==> src/rtl/intpol2_d4_eval_seq_if.sv <==
// ============================================================================
// Module   : intpol2_d4_eval_seq_if
// Brief    : Coefficient, multiplier and sample-stream bus of the eval sequencer
// Revision : 1.0
// ============================================================================
`default_nettype none

interface intpol2_d4_eval_seq_if #(
  parameter int W = 34
);
  logic         coef_valid;
  logic         coef_ready;
  logic [W-1:0] p0;
  logic [W-1:0] p1;
  logic [W-1:0] p2;
  logic [3:0]   log2_l;
  logic         sel_mult;
  logic [W-1:0] xi;
  logic [W-1:0] xi2;
  logic [W-1:0] p1_mul;
  logic [W-1:0] p2_mul;
  logic [W-1:0] mult_data;
  logic [W-1:0] y;
  logic         y_valid;
  logic         y_ready;
  logic         y_last;
  logic         busy;

  modport master (
    input  coef_valid, p0, p1, p2, log2_l, mult_data, y_ready,
    output coef_ready, sel_mult, xi, xi2, p1_mul, p2_mul, y, y_valid, y_last, busy
  );

  modport slave (
    output coef_valid, p0, p1, p2, log2_l, mult_data, y_ready,
    input  coef_ready, sel_mult, xi, xi2, p1_mul, p2_mul, y, y_valid, y_last, busy
  );
endinterface

`default_nettype wire

==> src/rtl/intpol2_d4_eval_seq.sv <==
// ============================================================================
// Module   : intpol2_d4_eval_seq
// Brief    : Sequences the shared multiplier to evaluate p0 + p1*xi + p2*xi^2
// Revision : 1.0
// ============================================================================
`default_nettype none

module intpol2_d4_eval_seq #(
  parameter int DATAPATH_WIDTH = 32,
  parameter int N_BITS         = 2,
  parameter int M_BITS         = 31
) (
  input  wire logic              clk,
  input  wire logic              rstn,
  intpol2_d4_eval_seq_if.master  bus
);

  localparam int W  = DATAPATH_WIDTH + N_BITS;
  localparam int SW = W + 2;
  localparam logic [5:0] c_m_bits = 6'(M_BITS);

  typedef enum logic [1:0] {
    S_IDLE = 2'd0,
    S_MUL1 = 2'd1,
    S_MUL2 = 2'd2,
    S_OUT  = 2'd3
  } state_t;

  state_t         r_state;
  state_t         w_state_nxt;
  logic [W-1:0]   r_p0;
  logic [W-1:0]   r_p1;
  logic [W-1:0]   r_p2;
  logic [W-1:0]   r_prod1;
  logic [W-1:0]   r_prod2;
  logic [3:0]     r_l;
  logic [15:0]    r_n;
  logic [31:0]    r_n2;

  logic           w_accept;
  logic           w_y_fire;
  logic           w_last;
  logic [16:0]    w_npts;
  logic [5:0]     w_sh1;
  logic [5:0]     w_sh2;
  logic [SW-1:0]  w_sum;
  logic           w_ovf;
  logic [W-1:0]   w_sat;

  assign w_accept = bus.coef_valid && (r_state == S_IDLE);
  assign w_y_fire = bus.y_ready && (r_state == S_OUT);
  assign w_npts   = 17'd1 << r_l;
  assign w_last   = ({1'b0, r_n} == (w_npts - 17'd1));

  always_ff @(posedge clk) begin
    if (!rstn) begin
      r_state <= S_IDLE;
    end else begin
      r_state <= w_state_nxt;
    end
  end

  always_comb begin
    w_state_nxt = r_state;
    case (r_state)
      S_IDLE:  if (bus.coef_valid) w_state_nxt = S_MUL1;
      S_MUL1:  w_state_nxt = S_MUL2;
      S_MUL2:  w_state_nxt = S_OUT;
      S_OUT:   if (bus.y_ready) w_state_nxt = w_last ? S_IDLE : S_MUL1;
      default: w_state_nxt = S_IDLE;
    endcase
  end

  // log2_l is 4 bits wide, so the clamp to 15 is inherent in the latch.
  always_ff @(posedge clk) begin
    if (!rstn) begin
      r_p0    <= '0;
      r_p1    <= '0;
      r_p2    <= '0;
      r_l     <= '0;
      r_n     <= '0;
      r_n2    <= '0;
      r_prod1 <= '0;
      r_prod2 <= '0;
    end else begin
      if (w_accept) begin
        r_p0 <= bus.p0;
        r_p1 <= bus.p1;
        r_p2 <= bus.p2;
        r_l  <= bus.log2_l;
        r_n  <= '0;
        r_n2 <= '0;
      end
      if (r_state == S_MUL1) r_prod1 <= bus.mult_data;
      if (r_state == S_MUL2) r_prod2 <= bus.mult_data;
      // (n+1)^2 = n^2 + 2n + 1 keeps the square multiplier-free.
      if (w_y_fire && !w_last) begin
        r_n  <= r_n + 16'd1;
        r_n2 <= r_n2 + {15'b0, r_n, 1'b0} + 32'd1;
      end
    end
  end

  assign w_sh1   = c_m_bits - {2'b00, r_l};
  assign w_sh2   = c_m_bits - {1'b0, r_l, 1'b0};
  assign bus.xi  = {{(W-16){1'b0}}, r_n}  << w_sh1;
  assign bus.xi2 = {{(W-32){1'b0}}, r_n2} << w_sh2;

  assign w_sum = {{2{r_p0[W-1]}}, r_p0}
               + {{2{r_prod1[W-1]}}, r_prod1}
               + {{2{r_prod2[W-1]}}, r_prod2};

  // Overflow whenever the top three bits disagree; the sign bit picks the rail.
  assign w_ovf = (w_sum[SW-1:W-1] != {3{w_sum[SW-1]}});
  assign w_sat = !w_ovf       ? w_sum[W-1:0] :
                 w_sum[SW-1]  ? {1'b1, {(W-1){1'b0}}} :
                                {1'b0, {(W-1){1'b1}}};

  assign bus.coef_ready = (r_state == S_IDLE);
  assign bus.busy       = (r_state != S_IDLE);
  assign bus.sel_mult   = (r_state == S_MUL2);
  assign bus.p1_mul     = r_p1;
  assign bus.p2_mul     = r_p2;
  assign bus.y_valid    = (r_state == S_OUT);
  assign bus.y          = (r_state == S_OUT) ? w_sat : '0;
  assign bus.y_last     = (r_state == S_OUT) && w_last;

endmodule

`default_nettype wire

==> src/flat_wrapper.sv <==
// flat-port wrapper written by rule: the top's interface ports become plain ports
module intpol2_d4_eval_seq_flat 
#(
  parameter int DATAPATH_WIDTH = 32,
  parameter int N_BITS         = 2,
  parameter int M_BITS         = 31
)
  (clk, rstn, bus_coef_valid, bus_p0, bus_p1, bus_p2, bus_log2_l, bus_mult_data, bus_y_ready, bus_coef_ready, bus_sel_mult, bus_xi, bus_xi2, bus_p1_mul, bus_p2_mul, bus_y, bus_y_valid, bus_y_last, bus_busy);
  intpol2_d4_eval_seq_if #(.W((34))) bus_i ();
  input  wire logic clk;
  input  wire logic rstn;
  input wire logic [$bits(bus_i.coef_valid)-1:0] bus_coef_valid;
  input wire logic [$bits(bus_i.p0)-1:0] bus_p0;
  input wire logic [$bits(bus_i.p1)-1:0] bus_p1;
  input wire logic [$bits(bus_i.p2)-1:0] bus_p2;
  input wire logic [$bits(bus_i.log2_l)-1:0] bus_log2_l;
  input wire logic [$bits(bus_i.mult_data)-1:0] bus_mult_data;
  input wire logic [$bits(bus_i.y_ready)-1:0] bus_y_ready;
  output wire logic [$bits(bus_i.coef_ready)-1:0] bus_coef_ready;
  output wire logic [$bits(bus_i.sel_mult)-1:0] bus_sel_mult;
  output wire logic [$bits(bus_i.xi)-1:0] bus_xi;
  output wire logic [$bits(bus_i.xi2)-1:0] bus_xi2;
  output wire logic [$bits(bus_i.p1_mul)-1:0] bus_p1_mul;
  output wire logic [$bits(bus_i.p2_mul)-1:0] bus_p2_mul;
  output wire logic [$bits(bus_i.y)-1:0] bus_y;
  output wire logic [$bits(bus_i.y_valid)-1:0] bus_y_valid;
  output wire logic [$bits(bus_i.y_last)-1:0] bus_y_last;
  output wire logic [$bits(bus_i.busy)-1:0] bus_busy;
  assign bus_i.coef_valid = bus_coef_valid;
  assign bus_i.p0 = bus_p0;
  assign bus_i.p1 = bus_p1;
  assign bus_i.p2 = bus_p2;
  assign bus_i.log2_l = bus_log2_l;
  assign bus_i.mult_data = bus_mult_data;
  assign bus_i.y_ready = bus_y_ready;
  assign bus_coef_ready = bus_i.coef_ready;
  assign bus_sel_mult = bus_i.sel_mult;
  assign bus_xi = bus_i.xi;
  assign bus_xi2 = bus_i.xi2;
  assign bus_p1_mul = bus_i.p1_mul;
  assign bus_p2_mul = bus_i.p2_mul;
  assign bus_y = bus_i.y;
  assign bus_y_valid = bus_i.y_valid;
  assign bus_y_last = bus_i.y_last;
  assign bus_busy = bus_i.busy;
  intpol2_d4_eval_seq #(.DATAPATH_WIDTH(DATAPATH_WIDTH), .N_BITS(N_BITS), .M_BITS(M_BITS)) u_core (.clk(clk), .rstn(rstn), .bus(bus_i));
endmodule
==> config.mk <==
export PLATFORM = sky130hd
export DESIGN_NAME = intpol2_d4_eval_seq_flat
export DESIGN_NICKNAME = d
export VERILOG_FILES = /design/src/rtl/intpol2_d4_eval_seq_if.sv /design/src/rtl/intpol2_d4_eval_seq.sv /design/src/flat_wrapper.sv
export SDC_FILE = /design/constraint.sdc
export NUM_CORES = 1
export LEC_CHECK = 0
export ABC_AREA = 1
export CAP_MARGIN = 20
export CORE_UTILIZATION = 48
export CTS_CLUSTER_SIZE = 16
export DETAILED_ROUTE_END_ITERATION = 8
export HOLD_SLACK_MARGIN = 0.1
export PLACE_DENSITY = 0.74
export SETUP_SLACK_MARGIN = 0.2
export SYNTH_ARGS = -nofsm -noshare
export SYNTH_HDL_FRONTEND = slang
export SYNTH_SLANG_ARGS = --single-unit
export TNS_END_PERCENT = 5
==> constraint.sdc <==
create_clock -name clk -period 5 [get_ports clk]
set_input_delay 1 -clock clk [delete_from_list [all_inputs] [get_ports clk]]
set_output_delay 1 -clock clk [all_outputs]
set_load 0.005 [all_outputs]
After elaboration in Yosys (flattened, before gate mapping). Cells that the tools add are included.

Shift operators: 3. Equality and inequality tests: 7. Add/subtract/negate cells: 8. Reductions and logical operators: 9. Mux-type cells: 11.

Operator list (count): $mux W34 (3); $mux W32 (2); $add A36 B36 Y36 (1); $add A34 B34 Y35 (1); $shl A16 B6 Y34 (1); $shl A32 B6 Y34 (1); $add A32 B1 Y32 const B (1); $add A32 B17 Y32 (1); $mux W16 (2); $eq A16 B17 Y1 (1); $shl A1 B4 Y17 const A (1); $sub A17 B1 Y17 const B (1); $add A16 B1 Y16 const B (1); $pmux W2 S4 (1); $sub A5 B4 Y6 const A (1); $sub A5 B5 Y6 const A (1); $eq A2 B2 Y1 const B (2); $logic_and A1 B1 Y1 (4); $mux W2 (2); $ne A2 B2 Y1 const B (2); $reduce_bool A2 Y1 (2); $eq A2 B1 Y1 const B (1); $logic_not A2 Y1 (1); $ne A2 B2 Y1 (1); 3 further kinds (3).

Register bits: 224. Word-level logic and storage cells: 47. Output and inout bits: 175.

Longest topological paths before layout. Gate-level depths: netlist of the first run.

Word-level depth: 6. Gate-level depth with buffers: 29. Gate-level depth less buffers: 28.

Worst setup path before layout of the first run. OpenSTA, ideal clock, no wires.

Kind: register to output. Start point: register u_core.r_p0[2]. End point: output bus_y[10]. Cell stages (with the launch flop): 25. Data arrival time: 3.592 ns. Path slack: 0.408 ns. Required time: 4.000 ns. Cell sequence: dfxtp_1 > ha_1 > nand2_1 > o21a_1 > o21ai_0 > a21boi_0 > o21ai_0 > nand2_1 > nand2_1 > xor2_1 > ha_1 > a21oi_1 > o21ai_0 > nand2_1 > nand2_1 > a21oi_1 > nand2_1 > nand2_1 > nand2_1 > nor2_1 > nor2_1 > nor2_2 > buf_4 > nand2_1 > inv_1.

Word-level cells in the longest chain between the ends: 5. Elaborated cells on any way between the ends: 6. Those cells by class: add/sub: 2; eq/ne: 1; mux: 3.

RTL lines: from (decl) (line intpol2_d4_eval_seq.sv:31) `logic [W-1:0] r_p0;`; from (signal assigned) (line intpol2_d4_eval_seq.sv:87) `r_p0 <= bus.p0;`; $add A34 B34 Y35 * (line intpol2_d4_eval_seq.sv:110) `+ {{2{r_prod1[W-1]}}, r_prod1}`; $add A36 B36 Y36 * (line intpol2_d4_eval_seq.sv:111) `+ {{2{r_prod2[W-1]}}, r_prod2};`; $ne A2 B2 Y1 or $mux W34 (tied branches) (line intpol2_d4_eval_seq.sv:114, intpol2_d4_eval_seq.sv:116); $mux W34 * (line intpol2_d4_eval_seq.sv:115) `assign w_sat = !w_ovf ? w_sum[W-1:0] :`; $mux W34 * (line intpol2_d4_eval_seq.sv:125) `assign bus.y = (r_state == S_OUT) ? w_sat : '0;`; to (decl) (line flat_wrapper.sv:25) `output wire logic [$bits(bus_i.y)-1:0] bus_y;`.

Every way passes the cells marked *; elsewhere a longest branch is shown, timed or not.

Final worst setup path of the first run.
Start point: register u_core.r_p0[9]. End point: output bus_y[4].

Same word-level chain as after synthesis.

==> qor.csv, run 1 <==
metric;value;unit
drt_first_pass_iters;6;
synth_top_family_by_area;simple AND/OR/NAND/NOR gates;
setup_violations;34;
crit_end;bus_y[4];
ant_nets;0;
clock_path_buffers;3;
layout.nets;3464;
grt_pass1_vias;18800;
rr_endpoint;u_core.r_n2[3]$_SDFFE_PN0P_;
async_flop_share;0;%
ios;319;
diodes;0;
viasPerCell;5.52;
clk_latency;0.55;ns
yosysTopAreaCell;dfxtp_1;
grt_overflow;0;
yosysUniqueCellTypes;50;
setup_ws;-0.614;ns
crit_fanout;6;
wirelength;65900;um
synth-simple-area-share;34.0;%
synth.yosys.seq_area_share;26.4;%
synth_edf_count;0;
fin_area;24200;um^2
ir_drop;0.000717;V
setup.worst_path.end_class;output pin;
dp_hpwl;49500;um
cts-root-buf;clkbuf_16;
synth_area_leaders;dfxtp_1 26%, nand2_1 12%, nor2_1 12%, o21ai_0 9.0%, ha_1 6.8%;
initial_utilization;49.0;%
yosys_warnings;0;
instances_no_fill;3697;
drtIter0Drc;1915;
drcViolationCount;0;
gp_congestion;0.977;
grt_max_degree;159;
cts_hold_buffers;0;
synth_top_area_share;26.4;%
slowest_stage;ha_2;
maxClockFrequency;178;MHz
dp_cells;3611;
dieArea;36200;um^2
synth_fa_ha_area_share;7.12;%
reg2regPathDepth;12;
slew_viol_final;0;
arrival;4.61;ns
path_common_cell;nand2_2;
min_period_over_period;112;%
regToRegStartpoint;u_core.r_l[2]$_SDFFE_PN0P_;
hold_path_class;register to register;
status;complete, but fails checks;
critical_path_required;4.00;ns
startpoint_type;register;
grt_util_all_layers;34.5;%
htreeDepth;1;
ys.flop_type;dfxtp_1;
antenna_found_initial;0;
period_needed;5.61;ns
final_layout_size_suffix_gt1_share;19.4;%
hold_start;u_core.bus.p2_mul[0]$_SDFFE_PN0P_;
port-buffer-count;301;
max_cap_viol_count;0;
core_area;34700;um^2
power.density;564;nW/um^2
dpl_cell_area;21900;um^2
syn_avg_cell_area;6.21;um^2
num_vias;20400;
tightest_slew;1.04;ns
cts_buffers;27;
power;13.7;mW
r2r_slack;1.39;ns
synthMuxAreaShare;0.471;%
leakagePower;10.8;nW
synth_compound_area_share;17.6;%
syn_to_final_growth;42.2;%
wl_per_cell;17.8;um
crit_type;register to output pin;
cts_tree;built;
hold_depth;2;
die_x;190;um
hold_viol;0;
hold_ws;0.478;ns
ys_seq_elements;224;
cts_sinks;224;
core.rowCount;68;
skew;0.0232;ns
syn-cell-area;17000;um^2
path_clk_slew;0.06;ns
grt_pass1_wl;101000;um
violations;negative setup slack;
crit_start;u_core.r_p0[9]$_SDFFE_PN0P_;
syn_inst;2741;
synth-xor-area-share;4.58;%
rsz0062_at_grt;yes;
fin_tns_setup;-18.53;ns
max_stage_delay;0.38;ns
relSlewSlack;30.6;%
fp.dieH;190;um
worst min path at each step:
stage                                               endpoint  slack [ns]
final                      u_core.bus.p2_mul[0]$_SDFFE_PN0P_        0.48
after global routing      u_core.bus.p1_mul[23]$_SDFFE_PN0P_        0.51
after CTS                  u_core.bus.p2_mul[0]$_SDFFE_PN0P_        0.48
after detailed placement   u_core.bus.p1_mul[5]$_SDFFE_PN0P_        0.47
after global placement     u_core.bus.p1_mul[5]$_SDFFE_PN0P_        0.46
after floorplan                  u_core.r_p0[0]$_SDFFE_PN0P_        0.46
routing by layer:
layer  routed length [um]  track usage [%]  up-vias
met5                    0                0        -
met4                 1170             6.83        0
met3                 5960             5.39       88
met2                28300             52.1      912
met1                30500             51.5     9495
li1                     -                -     9923
cells in the mapped netlist (4+ instances only):
cell type,count
buf_1,20
nor4_1,9
dfxtp_1,224
o211ai_1,8
ha_1,92
xnor2_1,36
o21bai_1,7
nand3_1,137
a21oi_1,154
o22ai_1,7
inv_1,259
a31oi_1,12
clkinv_1,4
nand2_1,532
nand4_1,57
o221ai_1,11
buf_2,18
a21o_1,11
nor2_1,526
or2_2,10
clkbuf_1,73
nand3b_1,39
a21oi_2,11
inv_2,6
mux2i_1,8
a211oi_1,5
buf_4,25
xor2_1,53
o21a_1,6
a21boi_0,5
nor3_1,31
o21ai_0,307
nand3_2,11
sequential cells by signal, summed over array words and instances, names as in the netlist:
| register | flops |
|---|---|
| u_core.r_n2 | 32 |
| u_core.r_n | 16 |
| u_core.r_state | 2 |
| u_core.bus.p2_mul | 34 |
| u_core.r_prod2 | 34 |
| u_core.r_p0 | 34 |
| u_core.bus.p1_mul | 34 |
| u_core.r_prod1 | 34 |
| u_core.r_l | 4 |
where the power goes:
| part | switching [mW] | internal [mW] | total (mW) |
|---|---|---|---|
| clock network | 0.827 | 1.17 | 2.00 |
| logic | 4.97 | 4.09 | 9.07 |
| registers | 0.341 | 2.25 | 2.59 |
cell type report:
class / instances / area (um^2)
tap: 455 / 569
inverter: 269 / 1010
fill: 2946 / 10500
timing repair buffer: 578 / 5150
clock inverter: 16 / 175
clock buffer: 30 / 707
sequential: 224 / 4490
multi-input combinational: 2125 / 12100
layout by cell type (no fill, tap or decap), types with 9 or more instances in the layout:
master,count
a21o_1,11
a21oi_1,117
a21oi_2,43
a31oi_1,11
buf_4,259
buf_6,11
clkbuf_16,29
clkbuf_2,28
clkdlybuf4s50_1,266
conb_1,17
dfxtp_1,219
ha_1,65
ha_4,24
inv_1,242
inv_2,22
nand2_1,461
nand2_2,62
nand2_4,12
nand3_1,129
nand3_2,18
nand3b_1,39
nand4_1,57
nor2_1,503
nor2_2,19
nor2_4,10
nor3_1,27
nor4_1,9
o21ai_0,285
o21ai_1,12
o21ai_2,11
o221ai_1,11
or2_2,10
xnor2_1,35
xor2_1,40
stage by stage:
step / utilization [%] / worst slack, ns
CTS: 66.5 / -0.927
finish: 69.7 / -0.614
global placement: 62.9 / -0.539
floorplan: - / 0.408
global route: 69.7 / -0.780
detailed placement: 63.1 / -0.716
logic make-up after synthesis:
kind of cell,Yosys count
xor+xnor,89
buf+inv,408
flops,224
fa+ha+maj,95
simple gates,1365
other cells,1
mux,8
compound gates,551
what timing repair did:
action	4_1_cts	5_1_grt
pin swaps	16	91
cloned	1	2
setup endpoints to repair	34	34
setup buffers	6	31
resized for setup	54	315
critical path: cells and delay by family (launching register included):
family / cells / cell delay (ns)
flops: 1 / 0.32
xor+xnor: 1 / 0.28
buf+inv: 9 / 0.96
fa+ha+maj: 2 / 0.71
compound gates: 7 / 1.05
simple gates: 10 / 0.76
(Power assumes the default switching activity.)
==> run 2: changes to the inputs <==
==> constraint.sdc (replaced) <==
create_clock -name clk -period 5.6 [get_ports clk]
set_input_delay 1.12 -clock clk [delete_from_list [all_inputs] [get_ports clk]]
set_output_delay 1.12 -clock clk [all_outputs]
set_load 0.02 [all_outputs]
==> run 2 against run 1 <==
Net effect:
- the run still ends with negative setup slack left
- sequential cell count did not move
- core utilization decreased by 6.4 points
- wire length shrank 6.9%
- combinational power decreased by 26%
- cell count down 5.0%
- critical path depth fell by 1
- setup slack gained 0.41 ns
- final area decreased by 9.1%
- sequential share of layout area grew 1.8 points
- first-iteration DRC count is 15% lower
- non-clock buffer count shrank 189
- critical endpoint is now bus_y[31]
- highest routed layer unchanged
==> qor.csv, run 2 (same netlist as run 1, synthesis figures left out) <==
metric;value;unit
period_needed;5.80;ns
crit_fanout;31;
arrival;4.68;ns
viasPerCell;5.52;
rr_endpoint;u_core.r_n2[25]$_SDFFE_PN0P_;
hold_depth;2;
final_cell_mix;526 x nand2_1, 522 x nor2_1, 299 x o21ai_0;
reg2regPathDepth;12;
max_stage_delay;0.40;ns
die_x;190;um
syn_to_final_growth;29.2;%
hold_start;u_core.bus.p1_mul[19]$_SDFFE_PN0P_;
layout.nets;3275;
seq_area;4490;um^2
grt_util_all_layers;33.2;%
antenna_found_initial;1;
startpoint_type;register;
multiInputGateArea;11200;um^2
relSlewSlack;32.3;%
setup_ws;-0.201;ns
cts_hold_buffers;0;
drtIter0Drc;1623;
hold_ws;0.482;ns
min_to;u_core.bus.p1_mul[19]$_SDFFE_PN0P_;
setup_violations;33;
final_common_cell;nand2_1;
crit_type;register to output pin;
final_layout_size_suffix_gt1_share;8.87;%
wirelength;61400;um
regToRegStartpoint;u_core.r_l[3]$_SDFFE_PN0P_;
maxClockFrequency;172;MHz
min_period_over_period;104;%
drcViolationCount;0;
port-buffer-count;301;
skew;0.0159;ns
clk_latency;0.57;ns
clock_path_buffers;3;
num_vias;19400;
dp_hpwl;47600;um
ant_nets;0;
status;complete, but fails checks;
cts-root-buf;clkbuf_16;
grt_pass1_vias;17900;
fin_area;22000;um^2
power.density;492;nW/um^2
grt_pass1_wl;96300;um
r2r_slack;2.22;ns
cts_buffers;27;
fin_util;63.3;%
leakagePower;9.69;nW
initial_utilization;49.0;%
tightest_slew;1.01;ns
dieArea;36200;um^2
critical_path_required;4.48;ns
htreeDepth;1;
wl_per_cell;17.5;um
gp_congestion;1.00;
dpl_cell_area;20700;um^2
path_clk_slew;0.06;ns
slew_viol_final;0;
grt_overflow;0;
fillCellCount;3331;
cts_tree;built;
fp.dieH;190;um
hold_viol;0;
grt_max_degree;98;
max_cap_viol_count;0;
rsz0062_at_grt;yes;
drt_first_pass_iters;6;
violations;negative setup slack;
setup.worst_path.end_class;output pin;
crit_start;u_core.r_p0[0]$_SDFFE_PN0P_;
ios;319;
core.rowCount;68;
place_ws;-0.326;ns
ir_drop;0.000603;V
hold_path_class;register to register;
cts_sinks;224;
slowest_stage;fa_1;
core_area;34700;um^2
-- run 2: worst max-delay path by stage --
stage                            to  slack (ns)
after floorplan           bus_y[10]        0.80
after global placement     bus_y[7]       -0.23
after detailed placement  bus_y[31]       -0.33
after CTS                 bus_y[31]       -0.25
after global routing      bus_y[10]       -0.50
final                     bus_y[31]       -0.20
-- run 2: worst max-delay path: cells and delay by family (launching register included) --
kind	cells	cell delay, ns
buffers and inverters	8	0.93
AO/OA/AOI/OAI	5	0.65
adder cells (fa/ha/maj)	3	0.83
flip-flops	1	0.34
XOR/XNOR	1	0.32
AND/OR/NAND/NOR	11	1.03
-- run 2: stage by stage --
stage	power [mW]	setup TNS (ns)	std cells
after floorplan	6.36	0	2757
after global placement	8.59	-7.42	3460
after detailed placement	8.68	-9.87	3461
after CTS	10.6	-7.42	3511
after global routing	11.6	-15.90	3512
final	10.8	-6.05	3512
-- run 2: per-layer routing --
metal / vias up / part of all wire (%) / global-route usage (%)
li1: 9532 / - / -
met1: 8973 / 48 / 49.6
met2: 807 / 41 / 49.5
met3: 59 / 9.5 / 6.55
met4: 0 / 1.3 / 5.17
met5: - / 0 / 0
-- run 2: final cells by class --
cell class / instances / share of cell area (%)
sequential: 224 / 20.4
antenna: 1 / 0.0114
multi-input combinational: 2125 / 50.8
tap: 455 / 2.59
clock inverter: 15 / 0.803
clock buffer: 34 / 3.47
timing repair buffer: 389 / 17.3
inverter: 269 / 4.60
-- run 2: what timing repair did --
| item | CTS | global route |
|---|---|---|
| pin swaps | 3 | 5 |
| setup endpoints to repair | 34 | 34 |
| buffers inserted | 1 | 0 |
| resized for setup | 125 | 37 |
-- run 2: power breakdown --
group	switching, mW	internal [mW]
clock network	0.749	1.11
logic	4.09	2.60
registers	0.254	2.00
total	5.10	5.71
